[src/rtl/b11_scrambler.sv]
// Character scrambler: takes a 6-bit code word when the strobe drops, then runs
// a short add/subtract/modulo-26 sequence with a running key to produce x_out.
module b11_scrambler (
  input  logic       clock,
  input  logic       reset,
  input  logic [5:0] x_in,
  input  logic       stbi,
  input  logic       __obs,
  output logic [5:0] x_out
);

  typedef enum logic [3:0] {
    S_RESET   = 4'd0,
    S_DATAIN  = 4'd1,
    S_SPAZIO  = 4'd2,
    S_MUL     = 4'd3,
    S_SOMMA   = 4'd4,
    S_RSUM    = 4'd5,
    S_RSOT    = 4'd6,
    S_COMPL   = 4'd7,
    S_DATAOUT = 4'd8
  } state_t;

  state_t     state_q, state_d;
  logic [5:0] r_in_q, r_in_d;
  logic [4:0] cont_q, cont_d;
  logic [8:0] cont1_q, cont1_d;
  logic [5:0] x_out_q, x_out_d;
  logic [8:0] r_ext;
  logic [8:0] cont1_neg;

  // The observation hook deliberately has no effect on the datapath.
  logic unused_obs;
  assign unused_obs = __obs;

  assign r_ext     = {3'b000, r_in_q};
  assign cont1_neg = 9'd0 - cont1_q;

  always_comb begin
    state_d = state_q;
    r_in_d  = r_in_q;
    cont_d  = cont_q;
    cont1_d = cont1_q;
    x_out_d = x_out_q;
    case (state_q)
      S_RESET: begin
        cont_d  = 5'd0;
        r_in_d  = x_in;
        x_out_d = 6'd0;
        state_d = S_DATAIN;
      end
      S_DATAIN: begin
        r_in_d  = x_in;
        state_d = stbi ? S_DATAIN : S_SPAZIO;
      end
      S_SPAZIO: begin
        if (r_in_q == 6'd0 || r_in_q == 6'd63) begin
          cont_d  = (cont_q < 5'd25) ? cont_q + 5'd1 : 5'd0;
          cont1_d = r_ext;
          state_d = S_DATAOUT;
        end else if (r_in_q <= 6'd26) begin
          state_d = S_MUL;
        end else begin
          state_d = S_DATAIN;
        end
      end
      S_MUL: begin
        cont1_d = r_in_q[0] ? {3'b000, cont_q, 1'b0} : {4'b0000, cont_q};
        state_d = S_SOMMA;
      end
      S_SOMMA: begin
        if (r_in_q[1]) begin
          cont1_d = r_ext + cont1_q;
          state_d = S_RSUM;
        end else begin
          cont1_d = r_ext - cont1_q;
          state_d = S_RSOT;
        end
      end
      S_RSUM: begin
        if ($signed(cont1_q) > 9'sd26) begin
          cont1_d = cont1_q - 9'd26;
        end else begin
          state_d = S_COMPL;
        end
      end
      S_RSOT: begin
        // Negative results sit above 63 as unsigned and wrap up into 0..63.
        if (cont1_q > 9'd63) begin
          cont1_d = cont1_q + 9'd26;
        end else begin
          state_d = S_COMPL;
        end
      end
      S_COMPL: begin
        case (r_in_q[3:2])
          2'd0:    cont1_d = cont1_q - 9'd21;
          2'd1:    cont1_d = cont1_q - 9'd42;
          2'd2:    cont1_d = cont1_q + 9'd7;
          default: cont1_d = cont1_q + 9'd28;
        endcase
        state_d = S_DATAOUT;
      end
      S_DATAOUT: begin
        x_out_d = cont1_q[8] ? cont1_neg[5:0] : cont1_q[5:0];
        state_d = S_DATAIN;
      end
      default: state_d = S_RESET;
    endcase
  end

  always_ff @(posedge clock) begin
    if (!reset) begin
      state_q <= S_RESET;
      r_in_q  <= 6'd0;
      cont_q  <= 5'd0;
      cont1_q <= 9'd0;
      x_out_q <= 6'd0;
    end else begin
      state_q <= state_d;
      r_in_q  <= r_in_d;
      cont_q  <= cont_d;
      cont1_q <= cont1_d;
      x_out_q <= x_out_d;
    end
  end

  assign x_out = x_out_q;

endmodule

[config.mk]
export PLATFORM = sky130hd
export DESIGN_NAME = b11_scrambler
export DESIGN_NICKNAME = d
export VERILOG_FILES = /design/src/rtl/b11_scrambler.sv
export SDC_FILE = /design/constraint.sdc
export NUM_CORES = 1
export LEC_CHECK = 0
export ABC_CLOCK_PERIOD_IN_PS = 3800
export BUFFER_PORTS_ARGS = -buffer_cell sky130_fd_sc_hd__buf_2
export CAP_MARGIN = 30
export CORE_ASPECT_RATIO = 1.4
export CORE_UTILIZATION = 30
export CTS_CLUSTER_SIZE = 28
export DETAILED_ROUTE_END_ITERATION = 7
export PLACE_DENSITY = 0.48
export SKIP_LAST_GASP = 1
export SYNTH_ARGS = -nofsm -noshare
export SYNTH_HDL_FRONTEND = slang
export SYNTH_SLANG_ARGS = --single-unit
[constraint.sdc]
create_clock -name clock -period 3.8 [get_ports clock]
set_input_delay 0.19 -clock clock [delete_from_list [all_inputs] [get_ports clock]]
set_output_delay 0.19 -clock clock [all_outputs]
set_load 0.1 [all_outputs]
==> results of run 1 <==
[routing by layer]
metal	vias up	share of wire (%)	GRT usage, %
met3	30	2.5	1.70
li1	1572	-	-
met2	80	49	32.2
met1	1520	43	21.6
met4	0	6.2	13.3
met5	-	0	0
[cell families (layout without fill, tap and decap cells)]
| group | count (synthesis) | after routing | synth area share, % |
|---|---|---|---|
| AO/OA/AOI/OAI | 134 | 134 | 28.6 |
| AND/OR/NAND/NOR | 135 | 135 | 19.6 |
| XOR/XNOR | 41 | 41 | 11.0 |
| buffers and inverters | 42 | 51 | 5.65 |
| adder cells (fa/ha/maj) | 34 | 34 | 13.3 |
| multiplexers | 11 | 11 | 3.42 |
| flip-flops | 30 | 30 | 18.4 |
[registers in the layout, indices dropped and copies added, names as in the netlist]
signal and count:
state_q 4, cont1_q 9, cont_q 5, x_out 6, r_in_q 6
[final timing paths]
| kind | startpoint | end | cells past startpoint |
|---|---|---|---|
| setup / recovery | state_q[2]$_SDFFE_PN0P_ | cont1_q[8]$_SDFFE_PN0P_ | 11 |
| hold / removal | x_in[3] | r_in_q[3]$_SDFFE_PN0P_ | 3 |
| setup reg to reg | state_q[2]$_SDFFE_PN0P_ | cont1_q[8]$_SDFFE_PN0P_ | 11 |
| hold reg to reg | x_out[0]$_SDFFE_PN0P_ | x_out[0]$_SDFFE_PN0P_ | 2 |
[layout make-up]
| cell class | count | area [sq um] |
|---|---|---|
| timing repair buffer | 25 | 153 |
| multi-input combinational | 355 | 2470 |
| tap | 138 | 173 |
| sequential | 30 | 601 |
| inverter | 18 | 67.6 |
| fill | 1150 | 6850 |
| clock buffer | 7 | 143 |
| clock inverter | 1 | 5.00 |
[power breakdown]
part | switching, mW | internal, mW
registers | 0.0533 | 0.339
clock network | 0.153 | 0.260
logic | 0.474 | 0.331
[stage by stage]
stage	setup WS, ns	hold WS (ns)	cell area (sq um)	cells
after floorplan	1.05	0.329	3260	427
after global routing	0.485	0.165	3610	574
after CTS	0.743	0.128	3610	574
final	0.742	0.130	3610	574
after detailed placement	0.762	0.424	3460	566
after global placement	0.782	0.419	3460	566
[worst max-delay path, delay by kind of cell, from the launching register on]
kind | cells | cell delay, ns
fa+ha+maj | 1 | 0.30
flops | 1 | 0.58
compound gates | 6 | 0.90
buf+inv | 1 | 0.22
simple gates | 3 | 1.00
[layout by cell type (no fill, tap or decap), drive strengths merged, types with 2 or more instances in the layout]
master and count:
o21bai 5, a31oi 4, nor2 54, xor2 12, ha 33, mux2i 10, nand3 7, nand2b 4
a21oi 36, buf 25, a41oi 4, nor4 3, o22ai 8, nor3 9, or3 4, o22a 3
a221oi 6, o211ai 4, and2 2, a21o 2, o2bb2ai 3, dfxtp 30, nor3b 3, o221ai 5
a2bb2oi 2, xnor2 29, or2 2, a311oi 3, o21ai 26, clkbuf 7, nand4 3, a211oi 6
o2111a 2, inv 18, a21boi 2, nand2 31, o311a 2, nor2b 8, a311o 4
==> metrics.log, run 1 <==
[metrics] result of the run: finished, final reports clean
[metrics] cell chain of the critical path: nor2b_1, nand2_1, inv_1, ha_1, o21ai_0, o21ai_1, o311a_1, or3_1, a21oi_1, a21oi_1, o21ai_1
[metrics] leading cell types by total area after synthesis: sky130_fd_sc_hd__dfxtp_1, sky130_fd_sc_hd__ha_1, sky130_fd_sc_hd__xnor2_1
[metrics] Sinks on Clock Net: 30
[metrics] total number of yosys warnings: 0
[metrics] Fin. Hold Viols: 0
[metrics] proportion of synthesized flip-flops having asynchronous set or reset: 0%
[metrics] Max IR drop VDD: 0.260 mV
[metrics] mapped cell area: around 3300 sq um
[metrics] final weighted congestion in routability-driven placement: between 0.8 and 0.9
[metrics] critical path arrival: 3.28 ns
[metrics] most common flop cell mapped by yosys: sky130_fd_sc_hd__dfxtp_1
[metrics] kind of critical path: reg2reg
[metrics] maximum number of pins on one net before global-route repair: 22
[metrics] total number of nets in the final design: 479
[metrics] Critical Path Start Type: register
[metrics] horizontal die dimension: 90.0 microns
[metrics] overall power consumption: 1.61 mW
[metrics] largest fanout of any net on the critical path: 13
[metrics] setup-violating endpoint count in the final report: 0
[metrics] H-Tree Depth: 2
[metrics] Fin Clk Skew: 0.00647 ns
[metrics] share of the core filled with cells: 34.5%
[metrics] Residual DRC: 0
[metrics] tightest slew margin relative to the limit: 41.1%
[metrics] clk buf depth: 2
[metrics] Pwr per Cell Area: between 400 and 500 nW/um^2
[metrics] total global routing overflow: 0
[metrics] actual transition at the worst max-transition pin: 0.878 ns
[metrics] count of buffers inserted at the top-level ports: 14
[metrics] biggest cell delay along the critical path: 0.58 ns
[metrics] first-pass GRT wire length: ~16000 microns
[metrics] initial core utilization: 31.1%
[metrics] setup bufs post-CTS: 0
[metrics] category of the worst setup path capture point: register
[metrics] worst-path cell with the longest stage delay: sky130_fd_sc_hd__dfxtp_1
[metrics] I/O pin total: 16
[metrics] # resized after CTS: 0
[metrics] via count of the first global-routing pass: 3160
[metrics] number of enable flip-flop cells after synthesis: 0
[metrics] height of the die: 125 microns
[metrics] Final Critical Period: 3.06 ns
[metrics] post-cts hold buffer count: 0
[metrics] Cells after Synth: 427
[metrics] fmax: 327 MHz
[metrics] share of the synthesized area in the top cell type: 18.4%
[metrics] Hold Crit Class: in2reg
[metrics] Slew Limit Fails: 0
[metrics] TritonCTS Buffers: 5
[metrics] post-synthesis register bit count: 30
[metrics] most frequent cell after synthesis: sky130_fd_sc_hd__nor2_1
[metrics] Period Utilization, post-route: 80.5%
[metrics] WL per Instance: 18.0 microns
[metrics] clock insertion delay at the later pin of the skew report: 0.29 ns
[metrics] cell types with the highest counts after synthesis: sky130_fd_sc_hd__nor2_1, sky130_fd_sc_hd__a21oi_1, sky130_fd_sc_hd__ha_1
[metrics] CP Data Required Time: 4.02 ns
[metrics] synthesis-to-layout area growth: 11.0%
[metrics] Row Count: 44
[metrics] final antenna-violating net count: 0
[metrics] total number of vias: 3202
[metrics] detailed placer's ending HPWL: 7970 microns
[metrics] share of post-route cells with drive strength above 1: 10.1%
[metrics] core area: roughly 10000 sq um
[metrics] Clock Root Buffer: sky130_fd_sc_hd__clkbuf_16
[metrics] clock tree from TritonCTS: built
[metrics] combined global-route utilization of all metal layers: 18.7%
[metrics] post-synth cell types: between 60 and 70
[metrics] sequential cell area fraction in the yosys report: 18.4%
[metrics] Max Cap Violations: 0
[metrics] setup repair after global routing missed its margin: no
[metrics] number of search-and-repair iterations in the first detailed-routing pass: 4
[metrics] Total Neg Setup Slack: 0 ns
[metrics] Inserted Diodes: 0
[metrics] post-synthesis average cell area: ~7.6 sq um
[metrics] initial antenna violation count: 0
[metrics] CTS clock-pin slew for the worst setup and hold paths: about 0.060 ns
[metrics] FF-to-FF setup slack: 0.74 ns
[metrics] average via count per standard cell: 5.58
[metrics] number of nets in the synthesized netlist: 471
[metrics] top cell type by total area after synthesis: sky130_fd_sc_hd__dfxtp_1
[metrics] drt first-iter violations: 170
[metrics] leakage power: 1.37 nW
[metrics] final wirelength: 10300 microns
[metrics] Total Die Area: 11300 sq um
Power figures use the tool's default switching activity.
==> run 2: changes to the inputs <==
- ABC_CLOCK_PERIOD_IN_PS: 3800 -> 2900
- clock period: 3.8 -> 2.9 ns (I/O delays scaled with it)
==> metrics.log, run 2 (synthesis gave the netlist of run 1 again) <==
[metrics] result of the run: finished, final reports clean
[metrics] combined global-route utilization of all metal layers: 20.1% (+1.4 points)
[metrics] critical path arrival: 2.94 ns (-0.34 ns)
[metrics] biggest cell delay along the critical path: 0.44 ns (-0.14 ns)
[metrics] post-route worst hold slack: 0.0916 ns (-0.0386 ns)
[metrics] area of combinational cells with multiple inputs: 2480 sq um (+0.46%)
[metrics] leading cell type in the layout, fill and taps excluded: sky130_fd_sc_hd__nor2_1
[metrics] WL per Instance: 18.2 microns (+1.4%)
[metrics] Pwr per Cell Area: 568 nW/um^2 (+27%)
[metrics] tightest slew margin relative to the limit: 49.5% (+8.5 points)
[metrics] total number of nets in the final design: 500 (+4.4%)
[metrics] buffers plus inverters on the worst setup path: 1 (unchanged)
[metrics] Max Cap Violations: 0 (unchanged)
[metrics] CTS clock-pin slew for the worst setup and hold paths: 0.05 ns (about the same)
[metrics] actual transition at the worst max-transition pin: 0.756 ns (-0.122 ns)
[metrics] TritonCTS Buffers: 5 (unchanged)
[metrics] height of the die: 125 microns (unchanged)
[metrics] I/O pin total: 16 (unchanged)
[metrics] clk buf depth: 2 (unchanged)
[metrics] Hold Crit Class: in2reg
[metrics] register area: 601 sq um (unchanged)
[metrics] Total Die Area: 11300 sq um (unchanged)
[metrics] Inserted Diodes: 0 (unchanged)
[metrics] category of the worst setup path capture point: register
[metrics] maximum number of pins on one net before global-route repair: 22 (unchanged)
[metrics] most used cells in the layout excluding fill and tap cells: sky130_fd_sc_hd__nor2_1, sky130_fd_sc_hd__a21oi_1, sky130_fd_sc_hd__ha_1, sky130_fd_sc_hd__buf_4, sky130_fd_sc_hd__nand2_1
[metrics] share of the core filled with cells: 36.1% (+1.5 points)
[metrics] Slew Limit Fails: 0 (unchanged)
[metrics] setup repair after global routing missed its margin: no
[metrics] CP top delay family: compound AO/OA/AOI/OAI gates
[metrics] fmax: 358 MHz (+9.6%)
[metrics] Fin Clk Skew: 0.00643 ns (-0.0000393 ns)
[metrics] initial antenna violation count: 0 (unchanged)
[metrics] leakage power: 1.47 nW (+6.8%)
[metrics] number of search-and-repair iterations in the first detailed-routing pass: 4 (unchanged)
[metrics] average via count per standard cell: 5.54 (-0.68%)
[metrics] Total Neg Setup Slack: 0 ns (unchanged)
[metrics] clock insertion delay at the later pin of the skew report: 0.28 ns (about the same)
[metrics] Fin. Hold Viols: 0 (unchanged)
[metrics] setup-violating endpoint count in the final report: 0 (unchanged)
[metrics] total global routing overflow: 0 (unchanged)
[metrics] Period Utilization, post-route: 96.2% (+16 points)
[metrics] max reg flops: 9 (unchanged)
[metrics] synthesis-to-layout area growth: 15.9%
[metrics] Sinks on Clock Net: 30 (unchanged)
[metrics] setup bufs post-CTS: 0 (unchanged)
[metrics] H-Tree Depth: 2 (unchanged)
[metrics] core area: 10500 sq um (unchanged)
[metrics] Final Critical Period: 2.79 ns (-0.268 ns)
[metrics] Critical Path Start Type: register
[metrics] final weighted congestion in routability-driven placement: 0.868 (+1.2%)
[metrics] first-pass GRT wire length: 17700 microns (+7.4%)
[metrics] largest fanout of any net on the critical path: 4 (-9)
[metrics] initial core utilization: 31.1% (unchanged)
[metrics] clock tree from TritonCTS: built
[metrics] detailed placer's ending HPWL: 8380 microns (+5.2%)
[metrics] via count of the first global-routing pass: 3382 (+7.0%)
[metrics] fin worst setup slack: 0.109 ns (-0.632 ns)
[metrics] Clock Root Buffer: sky130_fd_sc_hd__clkbuf_16
[metrics] kind of critical path: reg2reg
[metrics] share of post-route cells with drive strength above 1: 14.7% (+4.6 points)
[metrics] Max IR drop VDD: 0.329 mV (+26%)
[metrics] Residual DRC: 0 (unchanged)
[metrics] CP Data Required Time: 3.05 ns (-0.97 ns)
[metrics] drt first-iter violations: 192 (+13%)
[metrics] fill cell total of the finished layout: 1157 (+0.61%)
[metrics] Row Count: 44 (unchanged)
[metrics] cell chain of the critical path: inv_1, ha_1, a21oi_1, xnor2_1, ha_1, or3_1, o22ai_1, a211oi_2, xnor2_1, a221oi_1, o2bb2ai_1
[metrics] count of buffers inserted at the top-level ports: 14 (unchanged)
[metrics] total number of vias: 3291 (+2.8%)
[metrics] overall power consumption: 2.14 mW (+33%)
[metrics] Post-Place Setup Slack: 0.148 ns (-0.614 ns)
[metrics] horizontal die dimension: 90.0 microns (unchanged)
[metrics] final antenna-violating net count: 0 (unchanged)
[metrics] worst-path cell with the longest stage delay: sky130_fd_sc_hd__dfxtp_1
[metrics] final wirelength: 10800 microns (+4.9%)
[metrics] Top reg by flops: cont1_q
-- run 2: cell types whose count changed in the layout (fill, tap and decap cells not counted), sizes merged --
cell      change
buf          +21
clkbuf        -2
clkinvlp      +2
clkinv        -1
-- run 2: worst paths after layout --
kind / from / to / slack, ns / cells after the start
worst min register to register: x_out[0]$_SDFFE_PN0P_ / x_out[0]$_SDFFE_PN0P_ / 0.45 / 2
worst max-delay path: cont1_q[3]$_SDFFE_PN0P_ / cont1_q[7]$_SDFFE_PN0P_ / 0.11 / 11
worst max register to register: cont1_q[3]$_SDFFE_PN0P_ / cont1_q[7]$_SDFFE_PN0P_ / 0.11 / 11
worst min-delay path: x_in[5] / r_in_q[5]$_SDFFE_PN0P_ / 0.09 / 3
-- run 2: layer usage --
| layer | vias to the layer above | wire length (microns) | global-route usage [%] | share of wire (%) |
|---|---|---|---|---|
| met5 | - | 0 | 0 | 0 |
| met4 | 0 | 620 | 12.2 | 5.7 |
| met3 | 39 | 390 | 2.25 | 3.6 |
| met2 | 82 | 5430 | 35.7 | 50 |
| met1 | 1550 | 4380 | 22.8 | 40 |
| li1 | 1620 | - | - | - |
-- run 2: area by class of cell --
type / count / area share (%)
Inverter: 18 / 1.79
Clock inverter: 2 / 0.398
Multi-Input combinational cell: 355 / 65.8
Tap cell: 138 / 4.58
Timing Repair Buffer: 46 / 8.22
Sequential cell: 30 / 15.9
Clock buffer: 5 / 3.32
-- run 2: through the flow --
step | std cells | area, sq um
2_1_floorplan | 427 | 3260
3_3_place_gp | 587 | 3620
3_5_place_dp | 587 | 3620
4_1_cts | 594 | 3760
5_1_grt | 594 | 3770
6_report | 594 | 3770
-- run 2: tightest hold or removal path, stage by stage --
cell and delay (ns):
sky130_fd_sc_hd__buf_2 0.07, sky130_fd_sc_hd__a21oi_1 0.05, sky130_fd_sc_hd__nor2_1 0.07
-- run 2: what timing repair did --
action | CTS | global route
setup endpoints to repair | 0 | 3
resized for setup | 0 | 2
hold buffers | 0 | 0
-- run 2: power breakdown --
part	internal, mW	leakage [nW]	total, mW	switching [mW]
clock network	0.313	0.0619	0.516	0.204
registers	0.444	0.245	0.491	0.0466
logic	0.479	1.16	1.14	0.659
==> run 3: changes to the inputs <==
- GPL_ROUTABILITY_DRIVEN: unset -> 1
- PLACE_DENSITY: 0.48 -> 0.47
==> metrics.log, run 3 (synthesis gave the netlist of run 1 again) <==
[metrics] H-Tree Depth: 2 (unchanged)
[metrics] Critical Path Start Type: register
[metrics] total number of vias: 3330 (+1.2%)
[metrics] hold_sp: x_in[3]
[metrics] kind of critical path: reg2reg
[metrics] I/O pin total: 16 (unchanged)
[metrics] CTS clock-pin slew for the worst setup and hold paths: 0.06 ns (about the same)
[metrics] Reg-to-Reg Start: r_in_q[2]$_SDFFE_PN0P_
[metrics] post-route worst hold slack: 0.0868 ns (-0.00486 ns)
[metrics] final antenna-violating net count: 0 (unchanged)
[metrics] clock tree from TritonCTS: built
[metrics] average via count per standard cell: 5.53 (-0.16%)
[metrics] share of the core filled with cells: 36.8% (+0.69 points)
[metrics] result of the run: finished, final reports clean
[metrics] count of buffers inserted at the top-level ports: 14 (unchanged)
[metrics] largest fanout of any net on the critical path: 5 (+1)
[metrics] number of cells after detailed placement: 594 (+1.2%)
[metrics] max reg flops: 9 (unchanged)
[metrics] clock insertion delay at the later pin of the skew report: 0.28 ns (about the same)
[metrics] first-pass GRT wire length: 17100 microns (-3.5%)
[metrics] # resized after CTS: 0 (unchanged)
[metrics] Total Neg Setup Slack: 0 ns (unchanged)
[metrics] fmax: 370 MHz (+3.2%)
[metrics] total global routing overflow: 0 (unchanged)
[metrics] Inserted Diodes: 0 (unchanged)
[metrics] Fin. Hold Viols: 0 (unchanged)
[metrics] biggest cell delay along the critical path: 0.44 ns (about the same)
[metrics] Period Utilization, post-route: 93.2% (-3.0 points)
[metrics] detailed placer's ending HPWL: 8600 microns (+2.6%)
[metrics] TritonCTS Buffers: 5 (unchanged)
[metrics] setup-violating endpoint count in the final report: 0 (unchanged)
[metrics] Top reg by flops: cont1_q
[metrics] total number of nets in the final design: 507 (+1.4%)
[metrics] Max IR drop VDD: 0.278 mV (-15%)
[metrics] setup repair after global routing missed its margin: no
[metrics] WL per Instance: 18.2 microns (-0.33%)
[metrics] maximum number of pins on one net before global-route repair: 22 (unchanged)
[metrics] Residual DRC: 0 (unchanged)
[metrics] leakage power: 1.52 nW (+3.2%)
[metrics] CP Data Required Time: 3.06 ns (about the same)
[metrics] Hold Crit Class: in2reg
[metrics] height of the die: 125 microns (unchanged)
[metrics] horizontal die dimension: 90.0 microns (unchanged)
[metrics] initial antenna violation count: 0 (unchanged)
[metrics] Clock Root Buffer: sky130_fd_sc_hd__clkbuf_16
[metrics] final weighted congestion in routability-driven placement: 0.899 (+3.6%)
[metrics] Slew Limit Fails: 0 (unchanged)
[metrics] most used cells in the layout excluding fill and tap cells: sky130_fd_sc_hd__nor2_1, sky130_fd_sc_hd__buf_4, sky130_fd_sc_hd__a21oi_1, sky130_fd_sc_hd__ha_1, sky130_fd_sc_hd__nand2_1
[metrics] Final Critical Period: 2.70 ns (-0.0873 ns)
[metrics] Worst setup startpoint: r_in_q[2]$_SDFFE_PN0P_
[metrics] category of the worst setup path capture point: register
[metrics] via count of the first global-routing pass: 3205 (-5.2%)
[metrics] tightest slew margin relative to the limit: 48.8% (-0.78 points)
[metrics] core area: 10500 sq um (unchanged)
[metrics] Max Cap Violations: 0 (unchanged)
[metrics] actual transition at the worst max-transition pin: 0.768 ns (+0.0116 ns)
[metrics] setup bufs post-CTS: 0 (unchanged)
[metrics] combined global-route utilization of all metal layers: 19.4% (-0.70 points)
[metrics] final wirelength: 10900 microns (+1.0%)
[metrics] clk buf depth: 2 (unchanged)
[metrics] leading cell type in the layout, fill and taps excluded: sky130_fd_sc_hd__nor2_1
[metrics] CP top delay family: compound AO/OA/AOI/OAI gates
[metrics] drt first-iter violations: 164 (-15%)
[metrics] buffers plus inverters on the worst setup path: 2 (+1)
[metrics] Sinks on Clock Net: 30 (unchanged)
[metrics] critical path arrival: 2.87 ns (-0.07 ns)
[metrics] Total Die Area: 11300 sq um (unchanged)
[metrics] Row Count: 44 (unchanged)
[metrics] post-route insts no fill: 602 (+1.3%)
[metrics] share of post-route cells with drive strength above 1: 16.4% (+1.7 points)
[metrics] worst-path cell with the longest stage delay: sky130_fd_sc_hd__dfxtp_1
[metrics] Fin Clk Skew: 0.00516 ns (-0.00128 ns)
[metrics] post-cts hold buffer count: 0 (unchanged)
[metrics] number of search-and-repair iterations in the first detailed-routing pass: 5 (+1)
[metrics] initial core utilization: 31.1% (unchanged)
[metrics] cell chain of the critical path: inv_1, ha_1, inv_1, ha_1, nor4bb_2, a311o_1, a31oi_1, xor2_1, o221ai_1, a31oi_1, o21ai_0
[metrics] Pwr per Cell Area: 578 nW/um^2 (+1.7%)
[metrics] synthesis-to-layout area growth: 18.1%
[run 3: final timing paths]
check / end / slack (ns) / cells past startpoint
worst max register to register: cont1_q[6]$_SDFFE_PN0P_ / 0.20 / 11
worst min register to register: x_out[0]$_SDFFE_PN0P_ / 0.45 / 2
worst min-delay path: r_in_q[3]$_SDFFE_PN0P_ / 0.09 / 3
worst max-delay path: cont1_q[6]$_SDFFE_PN0P_ / 0.20 / 11
[run 3: through the flow]
step,setup WS (ns),total power [mW],cell area [sq um]
after floorplan,0.155,1.29,3260
after global placement,0.224,1.65,3670
after detailed placement,0.205,1.66,3670
after CTS,0.190,2.21,3820
after global routing,0.00658,2.36,3850
final,0.196,2.22,3850
[run 3: per-layer routing]
layer / wire length, microns / GRT usage (%) / vias to the layer above / part of all wire [%]
met3: 350 / 2.19 / 35 / 3.2
met4: 592 / 11.9 / 0 / 5.4
met2: 5580 / 35.2 / 93 / 51
met5: 0 / 0 / - / 0
met1: 4410 / 21.3 / 1565 / 40
li1: - / - / 1637 / -
[run 3: layout make-up]
type / instances / area, sq um
clock buffers: 7 / 143
clock inverters: 1 / 5.00
fillers: 1151 / 6610
inverters: 18 / 67.6
multi-input cells: 355 / 2490
flip-flops and latches: 30 / 601
well taps: 138 / 173
repair buffers: 53 / 363
[run 3: worst register-to-register path: cells and delay by family (launching register included)]
| kind | cells | cell delay, ns |
|---|---|---|
| simple gates | 1 | 0.20 |
| fa+ha+maj | 2 | 0.52 |
| xor+xnor | 1 | 0.20 |
| flops | 1 | 0.44 |
| compound gates | 5 | 1.01 |
| buf+inv | 2 | 0.22 |
[run 3: report_power, final]
part,internal (mW),total (mW),leakage (nW),switching [mW]
Sequential,0.445,0.484,0.245,0.0399
Clock,0.340,0.540,0.0739,0.200
Combinational,0.509,1.20,1.20,0.690
